$ cat src/rtl/lfsr_pkg.sv
// Shared state encoding and LFSR helpers for the multi-candidate preamble decryptor.
package lfsr_pkg;

   localparam int unsigned MAXW = 32;
   localparam int unsigned MAXN = 32;

   typedef logic [2:0] state_t;

   localparam state_t ST_IDLE     = 3'd0;
   localparam state_t ST_READ_PRE = 3'd1;
   localparam state_t ST_READ_MSG = 3'd2;
   localparam state_t ST_FINISH   = 3'd3;
   localparam state_t ST_FAIL     = 3'd4;

   // Shift left, feed back the parity of the tapped bits, keep the low w bits.
   function automatic logic [MAXW-1:0] lfsr_step(input logic [MAXW-1:0] s,
                                                 input logic [MAXW-1:0] t,
                                                 input int unsigned     w);
      logic [MAXW-1:0] mask;
      mask = (MAXW'(1) << w) - MAXW'(1);
      return ((s << 1) | MAXW'(^(s & t))) & mask;
   endfunction

   function automatic int unsigned popcount(input logic [MAXN-1:0] v);
      int unsigned n;
      n = 0;
      for (int i = 0; i < MAXN; i++) begin
         if (v[i]) n++;
      end
      return n;
   endfunction

   // Index of the lowest set bit; only meaningful when v is one-hot.
   function automatic int unsigned onehot_idx(input logic [MAXN-1:0] v);
      int unsigned idx;
      idx = 0;
      for (int i = MAXN - 1; i >= 0; i--) begin
         if (v[i]) idx = unsigned'(i);
      end
      return idx;
   endfunction

endpackage

$ cat src/rtl/lfsr_decrypt_engine_lfsr_n.sv
// One candidate LFSR. Loading consumes symbol 0, so the register holds the key
// for the symbol that arrives next.
module lfsr_n
   import lfsr_pkg::*;
#(
   parameter int unsigned LW = 6
) (
   input  logic          clk,
   input  logic          rst_n,
   input  logic          en,
   input  logic          load,
   input  logic [LW-1:0] taps,
   input  logic [LW-1:0] start,
   output logic [LW-1:0] state
);

   logic [LW-1:0] next_c;

   always_comb begin
      next_c = LW'(lfsr_step(MAXW'(load ? start : state), MAXW'(taps), LW));
   end

   always_ff @(posedge clk or negedge rst_n) begin
      if (!rst_n)          state <= '0;
      else if (load || en) state <= next_c;
   end

endmodule

$ cat src/rtl/lfsr_decrypt_engine.sv
// Streams an encrypted message, picks the tap pattern that reproduces the known
// preamble among NTAP parallel LFSRs, and writes back the decrypted payload.
module lfsr_decrypt_engine
   import lfsr_pkg::*;
#(
   parameter int unsigned   DW       = 8,
   parameter int unsigned   AW       = 8,
   parameter int unsigned   LW       = 6,
   parameter int unsigned   NTAP     = 6,
   parameter int unsigned   PRE_LEN  = 7,
   parameter int unsigned   MSG_LEN  = 64,
   parameter logic [AW-1:0] SRC_BASE = AW'(64),
   parameter logic [AW-1:0] DST_BASE = AW'(0),
   parameter logic [DW-1:0] PRE_CHAR = DW'(8'h5F)
) (
   input  logic                     clk,
   input  logic                     rst_n,
   input  logic                     start,
   input  logic [NTAP*LW-1:0]       taps,
   output logic [AW-1:0]            raddr,
   input  logic [DW-1:0]            rdata,
   output logic [AW-1:0]            waddr,
   output logic [DW-1:0]            wdata,
   output logic                     wr_en,
   output logic                     busy,
   output logic                     done,
   output logic                     err,
   output logic [((NTAP > 1) ? $clog2(NTAP) : 1)-1:0] sel_idx
);

   localparam int unsigned IW = (NTAP > 1) ? $clog2(NTAP) : 1;
   localparam int unsigned CW = $clog2(MSG_LEN + 1);
   localparam logic [LW-1:0] PRE_KEY = PRE_CHAR[LW-1:0];

   state_t              state_q, state_d;
   logic                rd_act_q, rd_act_d;
   logic                sym_vld_q, sym_vld_d;
   logic [CW-1:0]       rd_cnt_q, rd_cnt_d;
   logic [CW-1:0]       sym_cnt_q, sym_cnt_d;
   logic [NTAP-1:0]     alive_q, alive_d;
   logic [NTAP*LW-1:0]  taps_q, taps_d;

   logic [AW-1:0]       raddr_d, waddr_d;
   logic [DW-1:0]       wdata_d;
   logic                wr_en_d, busy_d, done_d, err_d;
   logic [IW-1:0]       sel_idx_d;

   logic [LW-1:0]       lfsr_state [NTAP];
   logic [LW-1:0]       obs_key_c;
   logic [LW-1:0]       key_sel_c;
   logic [NTAP-1:0]     match_c, surv_c;
   logic                lfsr_load_c, lfsr_en_c;
   int unsigned         nsurv_c;
   logic [IW-1:0]       win_c;

   // Key implied by the current symbol if it is a preamble character.
   assign obs_key_c   = PRE_KEY ^ rdata[LW-1:0];
   assign lfsr_load_c = sym_vld_q && (sym_cnt_q == '0);
   assign lfsr_en_c   = sym_vld_q && (sym_cnt_q != '0);

   for (genvar g = 0; g < NTAP; g++) begin : g_lfsr
      lfsr_n #(.LW(LW)) u_lfsr (
         .clk   (clk),
         .rst_n (rst_n),
         .en    (lfsr_en_c),
         .load  (lfsr_load_c),
         .taps  (taps_q[g*LW +: LW]),
         .start (obs_key_c),
         .state (lfsr_state[g])
      );
   end

   always_comb begin
      match_c = '0;
      for (int i = 0; i < NTAP; i++) match_c[i] = (lfsr_state[i] == obs_key_c);
   end

   assign surv_c    = alive_q & match_c;
   assign nsurv_c   = popcount(MAXN'(surv_c));
   assign win_c     = IW'(onehot_idx(MAXN'(surv_c)));
   assign key_sel_c = lfsr_state[sel_idx];

   always_ff @(posedge clk or negedge rst_n) begin
      if (!rst_n) begin
         state_q   <= ST_IDLE;
         rd_act_q  <= 1'b0;
         sym_vld_q <= 1'b0;
         rd_cnt_q  <= '0;
         sym_cnt_q <= '0;
         alive_q   <= '1;
         taps_q    <= '0;
         raddr     <= '0;
         waddr     <= '0;
         wdata     <= '0;
         wr_en     <= 1'b0;
         busy      <= 1'b0;
         done      <= 1'b0;
         err       <= 1'b0;
         sel_idx   <= '0;
      end else begin
         state_q   <= state_d;
         rd_act_q  <= rd_act_d;
         sym_vld_q <= sym_vld_d;
         rd_cnt_q  <= rd_cnt_d;
         sym_cnt_q <= sym_cnt_d;
         alive_q   <= alive_d;
         taps_q    <= taps_d;
         raddr     <= raddr_d;
         waddr     <= waddr_d;
         wdata     <= wdata_d;
         wr_en     <= wr_en_d;
         busy      <= busy_d;
         done      <= done_d;
         err       <= err_d;
         sel_idx   <= sel_idx_d;
      end
   end

   always_comb begin
      state_d   = state_q;
      rd_act_d  = rd_act_q;
      sym_vld_d = rd_act_q;
      rd_cnt_d  = rd_cnt_q;
      sym_cnt_d = sym_cnt_q;
      alive_d   = alive_q;
      taps_d    = taps_q;
      raddr_d   = raddr;
      waddr_d   = waddr;
      wdata_d   = wdata;
      wr_en_d   = 1'b0;
      busy_d    = busy;
      done_d    = 1'b0;
      err_d     = err;
      sel_idx_d = sel_idx;

      // One read per cycle until every symbol has been requested.
      if (rd_act_q) begin
         if (rd_cnt_q == CW'(MSG_LEN)) begin
            rd_act_d = 1'b0;
         end else begin
            raddr_d  = raddr + AW'(1);
            rd_cnt_d = rd_cnt_q + CW'(1);
         end
      end
      if (sym_vld_q) sym_cnt_d = sym_cnt_q + CW'(1);

      case (state_q)
         ST_IDLE: begin
            if (start) begin
               state_d   = ST_READ_PRE;
               rd_act_d  = 1'b1;
               raddr_d   = SRC_BASE;
               rd_cnt_d  = CW'(1);
               sym_cnt_d = '0;
               alive_d   = '1;
               taps_d    = taps;
               busy_d    = 1'b1;
               err_d     = 1'b0;
               sel_idx_d = '0;
            end
         end
         ST_READ_PRE: begin
            if (sym_vld_q && (sym_cnt_q != '0)) begin
               alive_d = surv_c;
               if (sym_cnt_q == CW'(PRE_LEN - 1)) begin
                  if (nsurv_c == 32'd1) begin
                     state_d   = ST_READ_MSG;
                     sel_idx_d = win_c;
                  end else begin
                     state_d   = ST_FAIL;
                     rd_act_d  = 1'b0;
                     busy_d    = 1'b0;
                     done_d    = 1'b1;
                     err_d     = 1'b1;
                     sel_idx_d = '0;
                  end
               end
            end
         end
         ST_READ_MSG: begin
            if (sym_vld_q) begin
               wr_en_d = 1'b1;
               waddr_d = DST_BASE + AW'(sym_cnt_q) - AW'(PRE_LEN);
               wdata_d = rdata ^ DW'(key_sel_c);
            end else begin
               // Symbol stream drained: the last write is on the bus this cycle.
               state_d = ST_FINISH;
               busy_d  = 1'b0;
               done_d  = 1'b1;
               err_d   = 1'b0;
            end
         end
         ST_FINISH: state_d = ST_IDLE;
         ST_FAIL:   state_d = ST_IDLE;
         default:   state_d = ST_IDLE;
      endcase
   end

endmodule
$ cat config.mk
export PLATFORM = sky130hd
export DESIGN_NAME = lfsr_decrypt_engine
export DESIGN_NICKNAME = d
export VERILOG_FILES = /design/src/rtl/lfsr_pkg.sv /design/src/rtl/lfsr_decrypt_engine_lfsr_n.sv /design/src/rtl/lfsr_decrypt_engine.sv
export SDC_FILE = /design/constraint.sdc
export NUM_CORES = 1
export LEC_CHECK = 0
export ABC_AREA = 0
export BUFFER_PORTS_ARGS = -buffer_cell sky130_fd_sc_hd__buf_2
export CORE_MARGIN = 4
export CORE_UTILIZATION = 45
export CTS_BUF_LIST = sky130_fd_sc_hd__clkbuf_4
export CTS_CLUSTER_SIZE = 30
export DETAILED_ROUTE_END_ITERATION = 8
export PLACE_DENSITY = 0.62
export SETUP_SLACK_MARGIN = 0.4
export SLEW_MARGIN = 20
export SYNTH_ARGS = -nofsm -noshare
export SYNTH_HDL_FRONTEND = slang
export SYNTH_SLANG_ARGS = --single-unit
$ cat constraint.sdc
create_clock -name clk -period 12.1 [get_ports clk]
set_clock_uncertainty 0.2 [all_clocks]
set_input_delay 0 -clock clk [delete_from_list [all_inputs] [get_ports clk]]
set_output_delay 0 -clock clk [all_outputs]
set_load 0.02 [all_outputs]
==> results of run 1 <==
-- placed cells by master, fill, tap and decap left out, types with 4 or more instances in the layout --
master | netlist | routed
dlygate4sd3_1 | 0 | 144
ha_1 | 11 | 11
and2_1 | 4 | 4
a21boi_0 | 4 | 4
buf_4 | 5 | 7
xnor2_1 | 49 | 49
or2_2 | 4 | 4
nor2b_1 | 4 | 4
inv_1 | 24 | 24
a21oi_1 | 68 | 68
dfstp_2 | 6 | 6
nand2b_1 | 4 | 4
nand2_1 | 185 | 185
o21ai_0 | 29 | 29
nand3_1 | 10 | 10
clkbuf_4 | 0 | 21
bufinv_16 | 0 | 4
o211ai_1 | 11 | 11
nor2_1 | 81 | 81
mux2i_1 | 9 | 9
mux4_2 | 6 | 6
nor3_1 | 11 | 9
o22ai_1 | 7 | 7
a31oi_1 | 7 | 7
nand4_1 | 10 | 10
buf_2 | 3 | 76
xor2_1 | 52 | 52
dfrtp_1 | 122 | 121
a21o_1 | 15 | 15
-- registers in the layout, summed over array words and instances, names as in the netlist, 3 cells and up --
register,count
alive_q,6
g_lfsr.u_lfsr.state,36
raddr,8
rd_cnt_q,7
sel_idx,3
state_q,3
sym_cnt_q,7
taps_q,36
waddr,8
wdata,8
-- area by class of cell --
class,instances,area share
Multi-Input combinational cell,619,0.388
Sequential cell,128,0.340
Timing Repair Buffer,228,0.201
Tap cell,211,0.0279
Clock inverter,11,0.0172
Clock buffer,21,0.0167
Inverter,24,0.00953
-- routing by layer --
layer	vias to the layer above	track usage
met3	42	0.0533
met1	3106	0.312
li1	3125	-
met5	-	0
met2	210	0.378
met4	0	0.0764
-- worst register-to-register path: cells and delay by family (launching register included) --
| family | cells | cell delay (ns) |
|---|---|---|
| adders and majority gates | 4 | 1.13 |
| DFF | 1 | 0.43 |
| AOI/OAI and AO/OA | 4 | 0.65 |
| xor gates and xnor gates | 3 | 0.94 |
| and+or+nand+nor | 6 | 1.82 |
| buffers and inverters | 2 | 0.24 |
-- cells by family (layout without fill, tap and decap cells) --
kind of cell / Yosys count / count (layout) / synth area share
simple gates: 337 / 337 / 0.206
compound gates: 154 / 154 / 0.125
flops: 128 / 128 / 0.446
xor+xnor: 102 / 102 / 0.126
buf+inv: 72 / 284 / 0.0459
mux: 15 / 15 / 0.0313
fa+ha+maj: 11 / 11 / 0.0191
-- where the power goes --
part | switching [uW] | internal (uW)
clock network | 165 | 172
logic | 671 | 589
registers | 198 | 624
total | 1030 | 1390
-- through the flow --
step | std cells | area, sq um | hold WS, ns | worst slack, ns | util
final | 1242 | 9450 | 0.148 | 6.61 | 0.613
after detailed placement | 1065 | 7660 | -0.00698 | 6.70 | 0.496
after global placement | 1065 | 7660 | -0.0108 | 6.81 | 0.496
after global routing | 1242 | 9450 | 0.150 | 6.13 | 0.613
after floorplan | 819 | 7190 | -0.496 | 7.24 | -
after CTS | 1242 | 9450 | 0.129 | 6.66 | 0.612
-- path summary, 6_finish.rpt --
path	start	end	slack, ns	cells after the start
setup / recovery	g_lfsr[1].u_lfsr.state[5]$_DFFE_PN0P_	sel_idx[1]$_DFFE_PN0P_	6.61	19
hold / removal	start	state_q[0]$_DFFE_PN0P_	0.15	4
setup reg to reg	g_lfsr[1].u_lfsr.state[5]$_DFFE_PN0P_	sel_idx[1]$_DFFE_PN0P_	6.61	19
hold reg to reg	waddr[1]$_DFFE_PN0P_	waddr[1]$_DFFE_PN0P_	0.28	2
max in group asynchronous	rst_n	g_lfsr[4].u_lfsr.state[2]$_DFFE_PN0P_	10.63	4
min in group asynchronous	rst_n	alive_q[2]$_DFFE_PN1P_	0.35	3
==> key figures, run 1 <==
Detailed routing
  – Post-route DRC violation count: 0
  – Initial DRC Count: 520
  – M1 WL: 9.03 mm
  – Met3 wire length: approximately 1.1 mm
  – Final wirelength: slightly above 20 mm
  – First-pass DRT Iterations: 5
  – Top Layer Used: met4
  – Routed vias: about 6500
  – DR WL/cell: 16.5 um
  – WL met2: 9.92 mm
  – Final ANT Viol Nets: 0
  – Via density: 5.22

Critical path
  – Slowest-stage cell, CP: nor4_1
  – CP peak stage delay: approximately 0.64 ns
  – Kind of critical path: reg2reg
  – Buf/Inv on CP: 2
  – Required time of the critical path: 12.35 ns
  – Worst-path cell chain: xnor2_1 > nand4_1 > nor4_1 > inv_1 > ha_1 > xnor2_1 > ha_1 > nor3_1 > a31oi_1 > ha_1 > and2_1 > a21o_1 > ha_1 > inv_1 > nor2_1 > xor3_1 > a31o_2 > or4_4 > o31ai_2
  – Worst EP arrival: 5.75 ns
  – Crit-path max FO: 4
  – CP Capture Type: flip-flop
  – CP top delay family: simple AND/OR/NAND/NOR gates
  – Cell mode on critical path: ha_1
  – Critical path startpoint category: flip-flop

Floorplan
  – Core Area: ~15000 sq um
  – DIE HEIGHT: 134 um
  – # IOs: between 70 and 80
  – Die Span X: 134 um
  – Rows: 45
  – Die ar.: 18100 sq um
  – Starting density of the core: 0.466

Timing
  – Setup TNS: 0 ns
  – Final hold vios: 0
  – Minimum clock period: 5.49 ns
  – Slew HR: 0.341
  – RSZ-0062 raised after global routing: false
  – Final Max Slew Viols: 0
  – Slew @ Worst Pin: 0.985 ns
  – Fin crit share: 0.454
  – # setup viols final: 0
  – Peak Freq: 0.182 GHz

Cells and area
  – Fillers: between 1000 and 1500
  – Antenna fix cells: 0
  – Flip-flop and latch area: 3210 sq um
  – Fraction of final layout cells with drive strength greater than 1: 0.141
  – Area of the multi-input gates: around 3700 sq um
  – Synthesis-to-layout area growth: 31.4%
  – Nets@finish: 1076

Placed design
  – Dpl hpwl: 12.9 mm
  – PortBufs: 77
  – GP Congestion: 0.958

Synth
  – Register bit total from synthesis: 128
  – Syn Nets: between 800 and 900
  – Most used DFF post-synth: dfrtp_1
  – Count leader, synth: nand2_1
  – Syn_area_per_cell: 8.78 sq um
  – Post-synth ARST share: 1.00
  – Post-synth EDFFs: 0
  – Synth cell count leaders: 185 x nand2_1, 122 x dfrtp_1, 81 x nor2_1, 68 x a21oi_1, 52 x xor2_1
  – Syn Inst Count: a little over 800
  – Mapped cell area: 7190 sq um
  – Area leader, netlist: dfrtp_1
  – Yosys Warn Count: 0
  – Number of library cell types mapped by synthesis: 53
  – Post-synth top area share: 0.424
  – Top area cells in the synthesized netlist: dfrtp_1 42%, nand2_1 9.7%, xor2_1 6.3%
  – Sequential-to-total area share from yosys stat: 0.446

Run status
  – Status: completed

Power and ir drop
  – Pwr dens: around 260 nW/um^2
  – Total power: 2420 uW
  – LEAKAGE: about 0.0044 uW
  – Maximum VDD drop: about 0.13 mV

CTS
  – Root Driver: clkbuf_4
  – Post-CTS setup buffers: 0
  – Worst skew pair latency: 0.55 ns
  – H-tree Lvls: 4
  – Largest buffer count on any clock path: 2
  – Cts bufs inserted: 17
  – # clock sinks: about 130
  – CTS Hold Bufs: 145
  – Count of cells resized by post-cts repair: 0
  – Clock transition at the registers of the reported paths: between 0.1 and 0.15 ns
  – CTS tree: done

Global routing
  – Vias in the first global route: 6436
  – Initial antenna violation count: 0
  – Largest net degree at the start of global routing: 82
  – Wire length of the first global-routing pass: approximately 33 mm
  – Overall routing resource usage: 0.233
  – GRT overflow: 0

Worst hold path
  – HP Class: in2reg

Run
  – Number of max-cap violations: 0
Note: power is estimated with default switching activity, not from simulation.
==> inputs of run 2 (changes only) <==
--- a/config.mk
+++ b/config.mk
@@ -12,7 +12,7 @@
 export CTS_BUF_LIST = sky130_fd_sc_hd__clkbuf_4
 export CTS_CLUSTER_SIZE = 30
 export DETAILED_ROUTE_END_ITERATION = 8
-export PLACE_DENSITY = 0.62
+export PLACE_DENSITY = 0.64
 export SETUP_SLACK_MARGIN = 0.4
 export SLEW_MARGIN = 20
 export SYNTH_ARGS = -nofsm -noshare
==> constraint.sdc (replaced) <==
create_clock -name clk -period 4.5 [get_ports clk]
set_clock_uncertainty 0.2 [all_clocks]
set_input_delay 0 -clock clk [delete_from_list [all_inputs] [get_ports clk]]
set_output_delay 0 -clock clk [all_outputs]
set_load 0.02 [all_outputs]
==> run 2 against run 1 <==
Critical path depth up 1. Design area up 4.4%. Non-clock buffer count up 40. Core utilization up 2.7 points. Worst hold slack better by 0.016 ns. Fmax up 26%. Clock power up 130%. Sequential power rose to 2.7 times the previous value. Clock-buffer cell count unchanged. Power rose to 2.7 times the previous value. Global-route usage up 1.6 points. First-iteration DRC count up 1.3%. Largest cell class unchanged.
==> key figures, run 2 (synthesis gave the netlist of run 1 again) <==
Timing
  – Peak Freq: 0.230 GHz (was 0.182 GHz)
  – Slew HR: 0.368 (was 0.341)
  – Final hold vios: 0 (unchanged)
  – Slew @ Worst Pin: 0.940 ns (was 0.985 ns)
  – Minimum clock period: 4.35 ns (was 5.49 ns)
  – Final Max Slew Viols: 0 (unchanged)
  – Fin crit share: 0.966 (was 0.454)
  – # setup viols final: 0 (unchanged)
  – RSZ-0062 raised after global routing: true (was false)

Global routing
  – Overall routing resource usage: 0.249 (was 0.233)
  – GRT overflow: 0 (unchanged)
  – Initial antenna violation count: 1 (was 0)
  – Vias in the first global route: 6703 (was 6436)
  – Largest net degree at the start of global routing: 82 (unchanged)
  – Wire length of the first global-routing pass: 35.5 mm (was 33.4 mm)

Floorplan
  – Starting density of the core: 0.466 (unchanged)
  – Die Span X: 134 um (unchanged)
  – Core Area: 15400 sq um (unchanged)
  – Rows: 45 (unchanged)
  – # IOs: 78 (unchanged)
  – Die ar.: 18100 sq um (unchanged)
  – DIE HEIGHT: 134 um (unchanged)

Placed design
  – Placed cells: 1077 (was 1065)
  – Dpl hpwl: 13.4 mm (was 12.9 mm)
  – GP Congestion: 0.941 (was 0.958)
  – PortBufs: 77 (unchanged)

Detailed routing
  – DR WL/cell: 17.2 um (was 16.5 um)
  – Via density: 5.22 (about the same)
  – Initial DRC Count: 527 (was 520)
  – First-pass DRT Iterations: 5 (unchanged)
  – Final wirelength: 22.0 mm (was 20.6 mm)
  – Post-route DRC violation count: 0 (unchanged)
  – Routed vias: 6686 (was 6483)
  – Final ANT Viol Nets: 0 (unchanged)

Critical path
  – Kind of critical path: reg2reg (unchanged)
  – Worst EP arrival: 4.62 ns (was 5.75 ns)
  – Critical path startpoint category: flip-flop (unchanged)
  – Required time of the critical path: 4.77 ns (was 12.35 ns)
  – CP Capture Type: flip-flop (unchanged)
  – Crit-path max FO: 3 (was 4)
  – CP peak stage delay: 0.45 ns (was 0.64 ns)
  – Slowest-stage cell, CP: or4_4 (was nor4_1)
  – Worst-path cell chain: xnor2_1 > nand4_1 > nor4_4 > inv_2 > ha_4 > or3_4 > nand2_4 > ha_4 > nor3_4 > a31oi_2 > ha_1 > and2_4 > a21o_1 > ha_2 > inv_2 > nor2_4 > xor3_1 > a31o_2 > or4_4 > o31ai_4 (was xnor2_1 > nand4_1 > nor4_1 > inv_1 > ha_1 > xnor2_1 > ha_1 > nor3_1 > a31oi_1 > ha_1 > and2_1 > a21o_1 > ha_1 > inv_1 > nor2_1 > xor3_1 > a31o_2 > or4_4 > o31ai_2)

Cells and area
  – Core Util, Final: 0.640 (was 0.613)
  – Biggest regs: g_lfsr.u_lfsr.state x36, taps_q x36 (unchanged)
  – Non-Filler Instances: 1280 (was 1242)
  – Nets@finish: 1116 (was 1076)
  – Synthesis-to-layout area growth: 37.2% (was 31.4%)
  – Commonest non-fill, non-tap cell in the layout: nand2_1 (unchanged)
  – Fraction of final layout cells with drive strength greater than 1: 0.179 (was 0.141)
  – Most frequent cells in the layout: 184 x nand2_1, 158 x dlygate4sd3_1, 118 x dfrtp_1 (was 185 x nand2_1, 144 x dlygate4sd3_1, 121 x dfrtp_1)

CTS
  – Root Driver: clkbuf_4 (unchanged)
  – # clock sinks: 128 (unchanged)
  – Worst skew pair latency: 0.56 ns (was 0.55 ns)
  – Largest buffer count on any clock path: 2 (unchanged)
  – H-tree Lvls: 4 (unchanged)
  – CTS tree: done (unchanged)
  – Clock transition at the registers of the reported paths: 0.11 ns (was 0.12 ns)
  – Cts bufs inserted: 17 (unchanged)

Run status
  – Status: completed (unchanged)

Worst hold path
  – HP Class: in2reg (unchanged)

Power and ir drop
  – LEAKAGE: 0.00453 uW (was 0.00438 uW)
  – Pwr dens: 669 nW/um^2 (was 256 nW/um^2)
  – Maximum VDD drop: 0.396 mV (was 0.126 mV)

Run
  – Number of max-cap violations: 0 (unchanged)
run 2: cell type report:
cell class / count / area [sq um]
Sequential cell: 128 / 3220
Clock inverter: 8 / 92.6
Multi-Input combinational cell: 619 / 3800
Fill cell: 1304 / 5560
Antenna cell: 1 / 2.50
Timing Repair Buffer: 268 / 2240
Clock buffer: 21 / 158
Inverter: 24 / 90.1
Tap cell: 211 / 264
run 2: timing repair:
action | 4_1_cts | 5_1_grt
resized for setup | 12 | 12
endpoints found under the setup margin | 9 | 9
hold endpoints to repair | 165 | 0
pin swaps | 3 | 6
hold buffers | 159 | 0
gates cloned | 0 | 0
buffers inserted | 6 | 8
run 2: stage by stage:
step           hold WS [ns]  cell area (sq um)  total power, uW  setup slack [ns]  TNS [ns]
4_1_cts               0.112               9750             6450             0.151         0
2_1_floorplan        -0.496               7240             4480             0.235         0
5_1_grt               0.157               9870             7090           -0.0404   -0.0637
6_report              0.165               9870             6600             0.151         0
3_3_place_gp        -0.0221               7790             5210             0.125         0
3_5_place_dp        -0.0199               7790             5250           -0.0464   -0.0559
run 2: path summary, 6_finish.rpt:
check,start,endpoint,slack (ns),cells after the start
max,g_lfsr[1].u_lfsr.state[5]$_DFFE_PN0P_,sel_idx[1]$_DFFE_PN0P_,0.15,20
min,start,state_q[0]$_DFFE_PN0P_,0.16,4
max reg2reg,g_lfsr[1].u_lfsr.state[5]$_DFFE_PN0P_,sel_idx[1]$_DFFE_PN0P_,0.15,20
min reg2reg,waddr[2]$_DFFE_PN0P_,waddr[2]$_DFFE_PN0P_,0.28,2
max in group asynchronous,rst_n,alive_q[5]$_DFFE_PN1P_,3.22,4
min in group asynchronous,rst_n,taps_q[14]$_DFFE_PN0P_,0.36,4
run 2: where the power goes:
group          switching, uW  internal [uW]  leakage, uW  total (uW)
clock                    430            340     0.000145         770
combinational           1940           1690      0.00284        3630
sequential               517           1680      0.00155        2200
run 2: critical path: cells and delay by family, from the launching register on:
family / cells / cell delay, ns
DFF: 1 / 0.42
xor gates and xnor gates: 2 / 0.41
and+or+nand+nor: 8 / 1.70
buffers and inverters: 2 / 0.14
AOI/OAI and AO/OA: 4 / 0.55
adders and majority gates: 4 / 0.83
run 2: per-layer routing:
layer	track usage	part of all wire	vias to the layer above
met5	0	0	-
met4	0.0826	0.026	0
met3	0.0465	0.056	50
li1	-	-	3215
met2	0.413	0.49	236
met1	0.331	0.43	3185
